<file path="src/rtl/audio_vol_ramp.sv">
// audio_vol_ramp: five-channel volume ramper that slews each current volume toward its host-written target once per sweep
// Ports: clk/reset_n (async active-low) clock and reset; sample_tick one pulse per audio sample;
//   wr_req/wr_ch/wr_vol host write held until wr_ack (valid channel) or wr_err (wr_ch > 4);
//   mute forces every effective target to zero; audio_vol1..5 current volumes; ramp_busy any channel off target.
module audio_vol_ramp #(
  parameter int RAMP_DIV = 4,
  parameter int STEP = 1
) (
  input  logic       clk,
  input  logic       reset_n,
  input  logic       sample_tick,
  input  logic       wr_req,
  input  logic [2:0] wr_ch,
  input  logic [7:0] wr_vol,
  output logic       wr_ack,
  output logic       wr_err,
  input  logic       mute,
  output logic [7:0] audio_vol1,
  output logic [7:0] audio_vol2,
  output logic [7:0] audio_vol3,
  output logic [7:0] audio_vol4,
  output logic [7:0] audio_vol5,
  output logic       ramp_busy
);
  typedef enum logic {H_IDLE, H_ACK} h_state_t;
  typedef enum logic {S_IDLE, S_SWEEP} s_state_t;
  localparam logic [7:0] DIV_TOP = 8'(RAMP_DIV - 1);
  localparam logic [8:0] STEP9 = 9'(STEP);
  h_state_t h_q, h_d;
  s_state_t s_q, s_d;
  logic [2:0] idx_q, idx_d;
  logic [7:0] div_q, div_d;
  logic err_q, err_d;
  logic busy_q, busy_d;
  logic [7:0] tgt_q [5];
  logic [7:0] cur_q [5];
  logic [7:0] eff [5];
  logic [7:0] cur_sel, eff_sel, cur_nx;
  logic [8:0] up, dn;
  logic sweep_start, wr_en;
  always_comb begin
    sweep_start = sample_tick && div_q == DIV_TOP;
    div_d = sample_tick ? (sweep_start ? 8'd0 : div_q + 8'd1) : div_q;
    wr_en = h_q == H_IDLE && wr_req;
    h_d = wr_en ? H_ACK : (h_q == H_ACK && !wr_req) ? H_IDLE : h_q;
    err_d = wr_en ? wr_ch > 3'd4 : err_q;
    s_d = s_q == S_IDLE ? (sweep_start ? S_SWEEP : S_IDLE) : (idx_q == 3'd4 ? S_IDLE : S_SWEEP);
    idx_d = (s_q == S_SWEEP && idx_q != 3'd4) ? idx_q + 3'd1 : 3'd0;
    cur_sel = '0;
    eff_sel = '0;
    busy_d = 1'b0;
    for (int n = 0; n < 5; n++) begin
      eff[n] = mute ? 8'd0 : tgt_q[n];
      busy_d = busy_d | (cur_q[n] != eff[n]);
      if (idx_q == 3'(n)) begin
        cur_sel = cur_q[n];
        eff_sel = eff[n];
      end
    end
    // distances in 9 bits so a step can never carry past 255 or borrow below 0
    up = {1'b0, eff_sel} - {1'b0, cur_sel};
    dn = {1'b0, cur_sel} - {1'b0, eff_sel};
    cur_nx = cur_sel < eff_sel ? 8'({1'b0, cur_sel} + (up < STEP9 ? up : STEP9)) :
             cur_sel > eff_sel ? 8'({1'b0, cur_sel} - (dn < STEP9 ? dn : STEP9)) : cur_sel;
  end
  // tgt is written and the swept channel stepped on the same edge, so a colliding write lands after that step
  always_ff @(posedge clk or negedge reset_n) begin
    if (!reset_n) begin
      h_q <= H_IDLE;
      s_q <= S_IDLE;
      idx_q <= '0;
      div_q <= '0;
      err_q <= 1'b0;
      busy_q <= 1'b0;
      for (int n = 0; n < 5; n++) begin
        tgt_q[n] <= '0;
        cur_q[n] <= '0;
      end
    end else begin
      h_q <= h_d;
      s_q <= s_d;
      idx_q <= idx_d;
      div_q <= div_d;
      err_q <= err_d;
      busy_q <= busy_d;
      for (int n = 0; n < 5; n++) begin
        if (wr_en && wr_ch == 3'(n)) tgt_q[n] <= wr_vol;
        if (s_q == S_SWEEP && idx_q == 3'(n)) cur_q[n] <= cur_nx;
      end
    end
  end
  assign wr_ack = h_q == H_ACK && wr_req && !err_q;
  assign wr_err = h_q == H_ACK && wr_req && err_q;
  assign ramp_busy = busy_q;
  assign audio_vol1 = cur_q[0];
  assign audio_vol2 = cur_q[1];
  assign audio_vol3 = cur_q[2];
  assign audio_vol4 = cur_q[3];
  assign audio_vol5 = cur_q[4];
endmodule

</file>
<file path="config.mk">
export PLATFORM = sky130hd
export DESIGN_NAME = audio_vol_ramp
export DESIGN_NICKNAME = d
export VERILOG_FILES = /design/src/rtl/audio_vol_ramp.sv
export SDC_FILE = /design/constraint.sdc
export NUM_CORES = 1
export LEC_CHECK = 0
export BUFFER_PORTS_ARGS = -buffer_cell sky130_fd_sc_hd__buf_2
export CORE_ASPECT_RATIO = 0.9
export CORE_UTILIZATION = 50
export CTS_CLUSTER_DIAMETER = 80
export DETAILED_ROUTE_END_ITERATION = 10
export PLACE_DENSITY = 0.79
export REMOVE_ABC_BUFFERS = 1
export SYNTH_ARGS = -nofsm -noshare
export SYNTH_HDL_FRONTEND = slang
export SYNTH_SLANG_ARGS = --single-unit
</file>
<file path="constraint.sdc">
create_clock -name clk -period 5.5 [get_ports clk]
set_input_delay 0.275 -clock clk [delete_from_list [all_inputs] [get_ports clk]]
set_output_delay 0.275 -clock clk [all_outputs]
set_load 0.005 [all_outputs]
</file>
# After elaboration in Yosys (flattened, before gate mapping)
# Index checks and enable logic that the tools add are counted.
# word_totals
reg_bits,95
in_bits,16
out_inout_bits,43
# op_classes
n_addsub,6
n_lt_le_gt_ge,5
eq_ne,15
n_mux,26
bitwise_logic,5
n_reduce_logical,22
# op_table
op,count
8-bit two-way mux,20
8-bit inequality test,5
"9-bit by 1-bit < comparator with 1-bit output, second input constant",2
8-bit by 8-bit subtractor with 9-bit output,2
1-bit logical AND,17
"3-bit by 2-bit == test with 1-bit output, second input constant",4
"8-bit by 1-bit adder with 8-bit output, second input constant",1
8-bit adder,1
"8-bit by 2-bit == test with 1-bit output, second input constant",1
8-bit greater-than comparator,1
8-bit < comparator,1
8-bit subtractor,1
"3-bit by 1-bit == test with 1-bit output, second input constant",2
"3-bit == test, second input constant",2
3-bit logical NOT,2
1-bit two-way mux,5
1-bit OR,4
"3-bit by 1-bit adder with 3-bit output, second input constant",1
"3-bit greater-than comparator, second input constant",1
3-bit two-way mux,1
"3-bit inequality test, second input constant",1
1-bit logical NOT,2
2-bit nonzero test,1
1-bit NOT,1

# Longest topological paths before layout
# Gate-level depths: netlist of the first run.
# depth
word_depth,12
ltp_mapped,28
ltp_nobuf,27

# Least setup slack after synthesis of the first run
# Ideal clock, no wire load.
# synth_path
kind,flip-flop to flip-flop
start,register idx_q[2]
end,register cur_q (netlist bit audio_vol1[6])
setup_time_ns,0.131
arrival_ns,5.180
slack_ns,0.188
stages_incl_launch_ff,24
n_path_buf,4
period_less_slack_ns,5.312
path_cell_list,dfrtp_1 > buf_2 > inv_2 > ha_1 > clkbuf_1 > clkbuf_1 > buf_1 > a21oi_1 > a211o_1 > ha_1 > nor2b_1 > o21ai_1 > or3b_1 > a2111o_1 > nor3_1 > a21oi_1 > fa_1 > a21o_1 > a21oi_1 > o21bai_1 > a21oi_1 > xnor2_1 > o21ai_1 > o21ai_1
# synth_between
elab_chain_len,12
elab_cells_between_ends,28
cone_classes,4 x add/sub; 4 x order compare; 4 x eq/ne; 14 x mux; 2 x reduce/logical
# synth_rtl
element,line_no,text
from (decl),31,"logic [2:0] idx_q, idx_d;"
from (signal assigned),82,idx_q <= idx_d;
3-bit logical NOT,"55, 88",
8-bit two-way mux (5 in a row),55,if (idx_q == 3'(n)) begin
8-bit by 8-bit subtractor with 9-bit output,62,"dn = {1'b0, cur_sel} - {1'b0, eff_sel};"
9-bit by 1-bit < comparator with 1-bit output,64,"cur_sel > eff_sel ? 8'({1'b0, cur_sel} - (dn < STEP9 ? dn : STEP9)) : cur_sel;"
8-bit two-way mux,64,
8-bit subtractor,64,
8-bit two-way mux,64,
8-bit two-way mux,63,"cur_nx = cur_sel < eff_sel ? 8'({1'b0, cur_sel} + (up < STEP9 ? up : STEP9)) :"
"to (signal, indexed assignment)",88,if (s_q == S_SWEEP && idx_q == 3'(n)) cur_q[n] <= cur_nx;
to (decl),36,logic [7:0] cur_q [5];
# Several ways; a longest one is shown, not always the timed one.
# A chain may end at the register's enable or synchronous reset.

# Final worst setup path of the first run
# layout_path
start,register idx_q[1]
end,register cur_q (netlist bit audio_vol1[6])
# The elaborated chain is that of the path after synthesis.

==> impl_metrics.env, run 1 <==
export IMPL_status="finished clean"
export IMPL_diodes=0
export IMPL_synthAdderAreaFrac=0.0793
export IMPL_nNetsFinal=912
export IMPL_hp_start="wr_ch[2]"
export IMPL_antenna_found_initial=0
export IMPL_setup_tns_final_ns=0
export IMPL_dpl_worst_slack_ns=0.0267
export IMPL_instances_no_fill=1025
export IMPL_grt_max_degree=78
export IMPL_vias_per_cell=6.32
export IMPL_ys_warn_count=0
export IMPL_synth_edf_count=0
export IMPL_r2r_end="audio_vol1[6]"
export IMPL_routed_via_count=6476
export IMPL_maxSlewHeadroom=0.358
export IMPL_fin_crit_sh=0.954
export IMPL_cts_root_buf="clkbuf_16"
export IMPL_finalSetupViolCount=0
export IMPL_fin_hold_ws_ns=0.200
export IMPL_worst_ep_arrival_time_ns=5.45
export IMPL_grt_util_met3=0.0625
export IMPL_period_minus_slack_ns=5.25
export IMPL_postRouteAntennaNets=0
export IMPL_path_common_cell="a21oi_1"
export IMPL_clk_path_buf_depth=2
export IMPL_reg2reg_from="idx_q[1]"
export IMPL_hold_end="err_q"
export IMPL_dr_first_iter_drc_count=828
export IMPL_muxShareOfSynthArea=0.0798
export IMPL_fp_dieW_um=124
export IMPL_core_area_um2=12900
export IMPL_synth_top_family_by_area="compound AO/OA/AOI/OAI gates"
export IMPL_grt_use_total=0.287
export IMPL_grt_pass1_wl_um=30500
export IMPL_ys_ff_latch=95
export IMPL_dpl_cell_count=1005
export IMPL_area_growth_syn_to_layout_pct=15.5
export IMPL_synthFlopType="dfrtp_1"
export IMPL_fillers=1131
export IMPL_die_h_um=112
export IMPL_crit_type="reg2reg"
export IMPL_cts_buffers=9
export IMPL_cp_slowest_stage_delay_ns=0.44
export IMPL_path_clk_slew_ns=0.07
export IMPL_finalHoldViolCount=0
export IMPL_cts_sinks=95
export IMPL_use_met1=0.421
export IMPL_htreeDepth=3
export IMPL_fin_skew_ns=0.00614
export IMPL_clk_latency_ns=0.35
export IMPL_yosysUniqueCellTypes=57
export IMPL_yosys_area_top_type="dfrtp_1"
export IMPL_crit_required_ns=5.70
export IMPL_hp_class="in2reg"
export IMPL_place_congestion=0.950
export IMPL_cts_tree="built"
export IMPL_whs_path_depth=3
export IMPL_grt_ovfl_total=0
export IMPL_slew_violations=0
export IMPL_synth_xor_area_share=0.0523
export IMPL_synth_top_area_frac=0.355
export IMPL_grt_pass1_vias=5772
export IMPL_wl_per_cell_um=18.7
export IMPL_synth_most_common_cell="dfrtp_1"
export IMPL_netlist_top_cells_count="dfrtp_1, nand2_1, nor2_1, o21ai_1, a21oi_1"
export IMPL_grt_busiest_layer="met1"
export IMPL_synth_area_leaders="dfrtp_1, mux2_2, ha_1, nand2_1, nor2_1"
export IMPL_dp_hpwl_um=14300
export IMPL_synthArstFlopShare=1.00
export IMPL_syn_inst=780
export IMPL_tightest_slew_ns=0.963
export IMPL_syn_avg_cell_area_um2=8.58
export IMPL_rows=39
export IMPL_max_cap_viol_count=0
export IMPL_dieArea_um2=13900
export IMPL_finalWirelength_um=19200
export IMPL_crit_path_end_kind="register"
export IMPL_initial_core_util=0.520
export IMPL_cpMaxStageDelayCell="o31ai_1"
export IMPL_maxClockFrequency_mhz=191
export IMPL_r2r_slack_ns=0.25
export IMPL_syn_area_um2=6690
export IMPL_setup_ws_ns=0.252
export IMPL_path_max_fanout=8
export IMPL_top_level_ports=59
export IMPL_r2r_cells=25
export IMPL_layout_drive_gt1_share=0.195
export IMPL_first_pass_iters=6
export IMPL_yosysSeqAreaShare=0.355
export IMPL_synth_compound_area_frac=0.204
export IMPL_startpoint_type="register"
export IMPL_portBuffers=58
export IMPL_yosys_area_share_simple=0.193
export IMPL_post_route_drc_count=0
export IMPL_grt_util_met2=0.417
worst max-delay path by stage:
stage,start,endpoint,slack [ns],cells after the start
after global placement,idx_q[0],audio_vol1[6],0.16,27
after detailed placement,idx_q[0],audio_vol1[6],0.03,27
after global routing,idx_q[0],audio_vol1[6],-0.06,23
final,idx_q[1],audio_vol1[6],0.25,25
after floorplan,idx_q[0],audio_vol1[6],-0.24,22
after CTS,idx_q[0],audio_vol1[6],0.05,27
critical path, delay by kind of cell (launching register included):
kind	cells	cell delay (ns)
compound gates	12	2.18
xor+xnor	1	0.10
fa+ha+maj	3	0.85
buf+inv	5	0.66
flops	1	0.41
mux	1	0.24
simple gates	3	0.64
repair_timing:
item | in CTS | in global routing
endpoints found under the hold margin | 18 | 0
setup endpoints to repair | 1 | 15
setup buffers | 0 | 3
resized for setup | 1 | 21
hold buffers | 1 | 0
pin swaps | 0 | 5
cell families after synthesis:
logic type,after synthesis
compound gates,211
xor+xnor,40
fa+ha+maj,40
buf+inv,61
flops,95
mux,48
other cells,2
simple gates,283
stage by stage:
stage               utilization  cell area (µm²)
floorplan                     -             6600
global placement          0.568             7310
detailed placement        0.568             7310
CTS                       0.591             7620
global route              0.600             7730
finish                    0.600             7730
final cells by class:
class / instances / area (µm²) / area share
Multi-Input combinational cell: 636 / 4210 / 0.544
Sequential cell: 95 / 2380 / 0.308
Timing Repair Buffer: 87 / 546 / 0.0706
Clock buffer: 11 / 253 / 0.0327
Tap cell: 164 / 205 / 0.0266
Inverter: 27 / 101 / 0.0131
Clock inverter: 5 / 38.8 / 0.00502
registers in the layout, summed over array words and instances, names as in the netlist:
| name | flops |
|---|---|
| audio_vol3 | 8 |
| audio_vol4 | 8 |
| idx_q | 3 |
| audio_vol5 | 8 |
| audio_vol2 | 8 |
| ramp_busy | 1 |
| div_q | 8 |
| h_q | 1 |
| s_q | 1 |
| audio_vol1 | 8 |
| err_q | 1 |
| tgt_q | 40 |
cell usage in the layout, fill, tap and decap left out, types with 7 or more instances in the layout:
cell | Yosys | routed
o211ai_1 | 7 | 7
a211o_1 | 7 | 7
xor2_1 | 8 | 8
nand4_1 | 10 | 10
a221oi_1 | 13 | 12
ha_1 | 36 | 31
nor2b_1 | 12 | 11
a31oi_1 | 21 | 21
conb_1 | 2 | 14
nand2_1 | 93 | 93
o21ai_1 | 54 | 52
nor3_1 | 35 | 34
buf_4 | 0 | 25
mux2_2 | 43 | 43
nand3_1 | 12 | 12
dfrtp_1 | 95 | 94
buf_2 | 6 | 57
nor2_1 | 87 | 87
inv_1 | 24 | 24
a21oi_1 | 47 | 46
o32ai_1 | 20 | 20
xnor2_1 | 32 | 32
clkbuf_16 | 0 | 9
per-layer routing:
| metal | vias up | wire length, µm |
|---|---|---|
| met5 | - | 0 |
| met4 | 0 | 608 |
| met3 | 63 | 2060 |
| met2 | 390 | 8210 |
| met1 | 3051 | 8290 |
| li1 | 2972 | - |
Power of run 1 is not shown: default switching activity piles up to over one toggle a cycle in this logic, so the estimate is an artifact.
==> run 2, diff against run 1 <==
--- a/config.mk
+++ b/config.mk
@@ -5,7 +5,8 @@
 export SDC_FILE = /design/constraint.sdc
 export NUM_CORES = 1
 export LEC_CHECK = 0
-export BUFFER_PORTS_ARGS = -buffer_cell sky130_fd_sc_hd__buf_2
+export ABC_CLOCK_PERIOD_IN_PS = 5500
+export BUFFER_PORTS_ARGS = -buffer_cell sky130_fd_sc_hd__clkbuf_2
 export CORE_ASPECT_RATIO = 0.9
 export CORE_UTILIZATION = 50
 export CTS_CLUSTER_DIAMETER = 80
==> run 2 against run 1 <==
  * Cell area up 0.79%
  * Sequential share of layout area shrank 0.26 points
  * Critical path depth shrank 2
  * Largest cell class unchanged
  * Worst setup slack improved by 0.030 ns
  * Die area is the same
  * Via count fell by 0.94%
==> impl_metrics.env, run 2 (synthesis results as in run 1) <==
export IMPL_dieArea_um2=13900
export IMPL_hp_class="in2reg"
export IMPL_post_route_drc_count=0
export IMPL_rows=39
export IMPL_crit_required_ns=5.71
export IMPL_most_common_layout_cells="dfrtp_1, nand2_1, nor2_1, clkbuf_2, o21ai_1"
export IMPL_path_common_cell="a21oi_1"
export IMPL_slew_violations=0
export IMPL_tightest_slew_ns=0.791
export IMPL_fin_skew_ns=0.0114
export IMPL_startpoint_type="register"
export IMPL_period_minus_slack_ns=5.22
export IMPL_diodes=0
export IMPL_cts_tree="built"
export IMPL_fin_hold_ws_ns=0.192
export IMPL_initial_core_util=0.520
export IMPL_die_h_um=112
export IMPL_maxClockFrequency_mhz=192
export IMPL_worst_ep_arrival_time_ns=5.43
export IMPL_cpMaxStageDelayCell="a2111o_1"
export IMPL_first_pass_iters=5
export IMPL_path_max_fanout=10
export IMPL_vias_per_cell=6.23
export IMPL_path_clk_slew_ns=0.07
export IMPL_cp_slowest_stage_delay_ns=0.52
export IMPL_max_cap_viol_count=0
export IMPL_grt_use_total=0.285
export IMPL_clk_path_buf_depth=2
export IMPL_dr_first_iter_drc_count=696
export IMPL_nNetsFinal=916
export IMPL_maxSlewHeadroom=0.473
export IMPL_grt_pass1_vias=5747
export IMPL_regMostFlops="tgt_q"
export IMPL_clk_latency_ns=0.35
export IMPL_crit_chain="inv_1 -> ha_1 -> nor3b_2 -> buf_4 -> buf_4 -> a221oi_1 -> nor3_1 -> a21oi_1 -> a211o_1 -> ha_1 -> o21ai_1 -> or3b_1 -> a2111o_1 -> nor3_4 -> a21oi_1 -> fa_1 -> a21o_1 -> a21oi_1 -> o21bai_1 -> a21oi_1 -> xnor2_1 -> o21ai_2 -> o21ai_1"
export IMPL_finalWirelength_um=19200
export IMPL_wl_per_cell_um=18.7
export IMPL_finalSetupViolCount=0
export IMPL_status="finished clean"
export IMPL_cts_root_buf="clkbuf_16"
export IMPL_largest_reg_flops=40
export IMPL_fin_crit_sh=0.949
export IMPL_dp_hpwl_um=14400
export IMPL_routed_via_count=6415
export IMPL_fp_dieW_um=124
export IMPL_area_growth_syn_to_layout_pct=16.4
export IMPL_finalHoldViolCount=0
export IMPL_grt_ovfl_total=0
export IMPL_place_congestion=0.922
export IMPL_top_level_ports=59
export IMPL_grt_max_degree=66
export IMPL_seqCellArea_um2=2380
export IMPL_htreeDepth=3
export IMPL_core_area_um2=12900
export IMPL_layout_drive_gt1_share=0.198
export IMPL_cts_sinks=95
export IMPL_portBuffers=58
export IMPL_crit_path_end_kind="register"
export IMPL_final_common_cell="dfrtp_1"
export IMPL_crit_type="reg2reg"
export IMPL_multi_input_area_um2=4210
export IMPL_postRouteAntennaNets=0
export IMPL_cts_buffers=9
export IMPL_grt_pass1_wl_um=30300
export IMPL_fillers=1118
export IMPL_antenna_found_initial=0
-- run 2: path summary, 6_finish.rpt --
kind / start / to / slack [ns] / cells past startpoint
max: idx_q[1] / audio_vol1[6] / 0.28 / 23
min: wr_ch[2] / err_q / 0.19 / 3
max reg2reg: idx_q[1] / audio_vol1[6] / 0.28 / 23
min reg2reg: div_q[7] / div_q[7] / 0.48 / 1
max in group asynchronous: reset_n / tgt_q[10] / 3.96 / 3
min in group asynchronous: reset_n / audio_vol4[0] / 0.40 / 2
-- run 2: cell type report --
class	instances	area share
Clock buffer	9	0.0289
Tap cell	164	0.0263
Timing Repair Buffer	91	0.0734
Clock inverter	7	0.0133
Sequential cell	95	0.305
Inverter	27	0.0130
Multi-Input combinational cell	636	0.540
-- run 2: repair_timing --
item	in CTS	in global routing
gates resized for setup	0	20
endpoints found under the setup margin	0	15
buffers inserted	0	5
endpoints found under the hold margin	30	0
hold buffers	1	0
-- run 2: layer usage --
metal	vias up	share of wire	track usage
li1	2972	-	-
met1	3055	0.44	0.417
met2	351	0.44	0.419
met3	37	0.11	0.0692
met4	0	0.019	0.0746
met5	-	0	0
-- run 2: critical path, delay by kind of cell (launching register included) --
kind,cells,cell delay (ns)
DFF,1,0.38
and+or+nand+nor,4,0.92
xor gates and xnor gates,1,0.09
AOI/OAI and AO/OA,12,2.21
adders and majority gates,3,1.07
buffers and inverters,3,0.40
-- run 2: per-stage QoR --
| stage | setup TNS, ns | cell area, µm² | util | std cells | worst slack [ns] |
|---|---|---|---|---|---|
| after floorplan | -1.21 | 6600 | - | 758 | -0.245 |
| after global placement | 0 | 7330 | 0.569 | 1007 | 0.212 |
| after detailed placement | 0 | 7330 | 0.569 | 1007 | 0.0804 |
| after CTS | 0 | 7670 | 0.595 | 1024 | 0.0427 |
| after global routing | -0.153 | 7790 | 0.605 | 1029 | -0.0371 |
| final | 0 | 7790 | 0.605 | 1029 | 0.283 |
Power of run 2 is left out for the same reason.
==> run 3, diff against run 2 <==
--- a/config.mk
+++ b/config.mk
@@ -7,11 +7,14 @@
 export LEC_CHECK = 0
 export ABC_CLOCK_PERIOD_IN_PS = 5500
 export BUFFER_PORTS_ARGS = -buffer_cell sky130_fd_sc_hd__clkbuf_2
+export CELL_PAD_IN_SITES_DETAIL_PLACEMENT = 2
+export CELL_PAD_IN_SITES_GLOBAL_PLACEMENT = 2
 export CORE_ASPECT_RATIO = 0.9
-export CORE_UTILIZATION = 50
+export CORE_UTILIZATION = 34
 export CTS_CLUSTER_DIAMETER = 80
 export DETAILED_ROUTE_END_ITERATION = 10
-export PLACE_DENSITY = 0.79
+export GPL_ROUTABILITY_DRIVEN = 0
+export PLACE_DENSITY = 0.86
 export REMOVE_ABC_BUFFERS = 1
 export SYNTH_ARGS = -nofsm -noshare
 export SYNTH_HDL_FRONTEND = slang
==> run 3 against run 2 <==
  * The run now ends with negative setup slack left
  * Sequential share of layout area down 2.3 points
  * Largest cell class unchanged
  * Global-route usage is 2.2 points higher
  * Via count is 16% higher
  * Cell area rose by 8.3%
  * Routed wire length grew 89%
  * Clock skew is 0.0017 ns higher
  * Fmax fell by 11%
  * First-iteration DRC count is 15% higher
  * Core utilization fell by 17 points
  * Final cell count up 10%
  * Critical path depth rose by 3
  * Worst setup slack worse by 0.68 ns
==> impl_metrics.env, run 3 (synthesis results as in run 1) <==
export IMPL_crit_required_ns=5.74
export IMPL_finalWirelength_um=36300
export IMPL_setup_ws_ns=-0.395
export IMPL_clk_latency_ns=0.38
export IMPL_crit_type="reg2reg"
export IMPL_period_minus_slack_ns=5.90
export IMPL_cts_sinks=95
export IMPL_final_common_cell="dfrtp_1"
export IMPL_diodes=0
export IMPL_htreeDepth=3
export IMPL_worst_ep_arrival_time_ns=6.13
export IMPL_grt_pass1_vias=7523
export IMPL_first_pass_iters=5
export IMPL_top_level_ports=59
export IMPL_cp_top_family="compound AO/OA/AOI/OAI gates"
export IMPL_fin_skew_ns=0.0131
export IMPL_dp_hpwl_um=20000
export IMPL_cts_buffers=9
export IMPL_dpl_cell_count=1100
export IMPL_dr_first_iter_drc_count=802
export IMPL_dieArea_um2=20300
export IMPL_die_h_um=135
export IMPL_nNetsFinal=937
export IMPL_cts_root_buf="clkbuf_16"
export IMPL_most_common_layout_cells="dfrtp_1, nand2_1, nor2_1, clkbuf_2"
export IMPL_crit_path_end_kind="register"
export IMPL_rows=48
export IMPL_path_clk_slew_ns=0.08
export IMPL_layout_drive_gt1_share=0.279
export IMPL_routed_via_count=7463
export IMPL_initial_core_util=0.348
export IMPL_design_area_um2=8440
export IMPL_hp_class="in2reg"
export IMPL_area_growth_syn_to_layout_pct=26.0
export IMPL_crit_buf_inv=5
export IMPL_tightest_slew_ns=1.01
export IMPL_wl_per_cell_um=31.9
export IMPL_grt_pass1_wl_um=46200
export IMPL_fin_crit_sh=1.07
export IMPL_maxClockFrequency_mhz=170
export IMPL_fp_dieW_um=150
export IMPL_finalSetupViolCount=16
export IMPL_grt_use_total=0.307
export IMPL_grt_setup_unrepaired="true"
export IMPL_fin_hold_ws_ns=0.161
export IMPL_core_area_um2=19200
export IMPL_maxSlewHeadroom=0.324
export IMPL_slew_violations=0
export IMPL_postPlaceCellArea_um2=7480
export IMPL_grt_max_degree=71
export IMPL_max_cap_viol_count=0
export IMPL_startpoint_type="register"
export IMPL_instances_no_fill=1136
export IMPL_largest_reg_flops=40
export IMPL_clk_path_buf_depth=2
export IMPL_portBuffers=58
export IMPL_cp_slowest_stage_delay_ns=0.59
export IMPL_antenna_found_initial=0
export IMPL_status="finished with violations"
export IMPL_path_max_fanout=6
export IMPL_cts_tree="built"
export IMPL_post_route_drc_count=0
export IMPL_failed_checks="negative setup slack"
export IMPL_regMostFlops="tgt_q"
export IMPL_path_common_cell="buf_4"
export IMPL_finalHoldViolCount=0
export IMPL_vias_per_cell=6.57
export IMPL_setup_tns_final_ns=-2.79
export IMPL_postRouteAntennaNets=0
export IMPL_grt_ovfl_total=0
export IMPL_cpMaxStageDelayCell="o311ai_1"
run 3: worst paths after layout:
kind,startpoint,to,slack (ns),cells past startpoint
setup / recovery,idx_q[0],audio_vol2[4],-0.40,26
hold / removal,wr_ch[2],err_q,0.16,3
setup reg to reg,idx_q[0],audio_vol2[4],-0.40,26
hold reg to reg,div_q[6],div_q[6],0.50,1
max in group asynchronous,reset_n,audio_vol5[2],3.82,3
min in group asynchronous,reset_n,audio_vol2[0],0.34,2
run 3: worst min-delay path: stages:
cell and delay (ns):
clkbuf_2 0.09, nand2_1 0.07, o22ai_1 0.06
run 3: layout make-up:
type | count | area [µm²]
Multi-Input combinational cell | 636 | 4570
Fill cell | 2084 | 10800
Inverter | 27 | 101
Timing Repair Buffer | 112 | 752
Sequential cell | 95 | 2380
Tap cell | 250 | 313
Clock inverter | 6 | 91.3
Clock buffer | 10 | 229
run 3: routing by layer:
layer	track usage	wire (µm)	share of wire	vias up
met5	0	0	0	-
met4	0.120	2470	0.068	0
met3	0.0503	2360	0.065	168
met2	0.512	17200	0.47	450
met1	0.395	14200	0.39	3821
li1	-	-	-	3024
run 3: per-stage QoR:
step / worst slack (ns) / util
final: -0.395 / 0.439
after global routing: -0.561 / 0.439
after CTS: 0.00462 / 0.417
after detailed placement: -0.356 / 0.389
after global placement: 0.0714 / 0.389
after floorplan: -0.245 / -
run 3: repair_timing:
item	4_1_cts	5_1_grt
endpoints found under the setup margin	16	20
hold buffers	1	0
pin swaps	12	23
setup buffers	4	15
cloned	0	2
endpoints found under the hold margin	25	0
gates resized for setup	36	66
Power of run 3 is left out for the same reason.
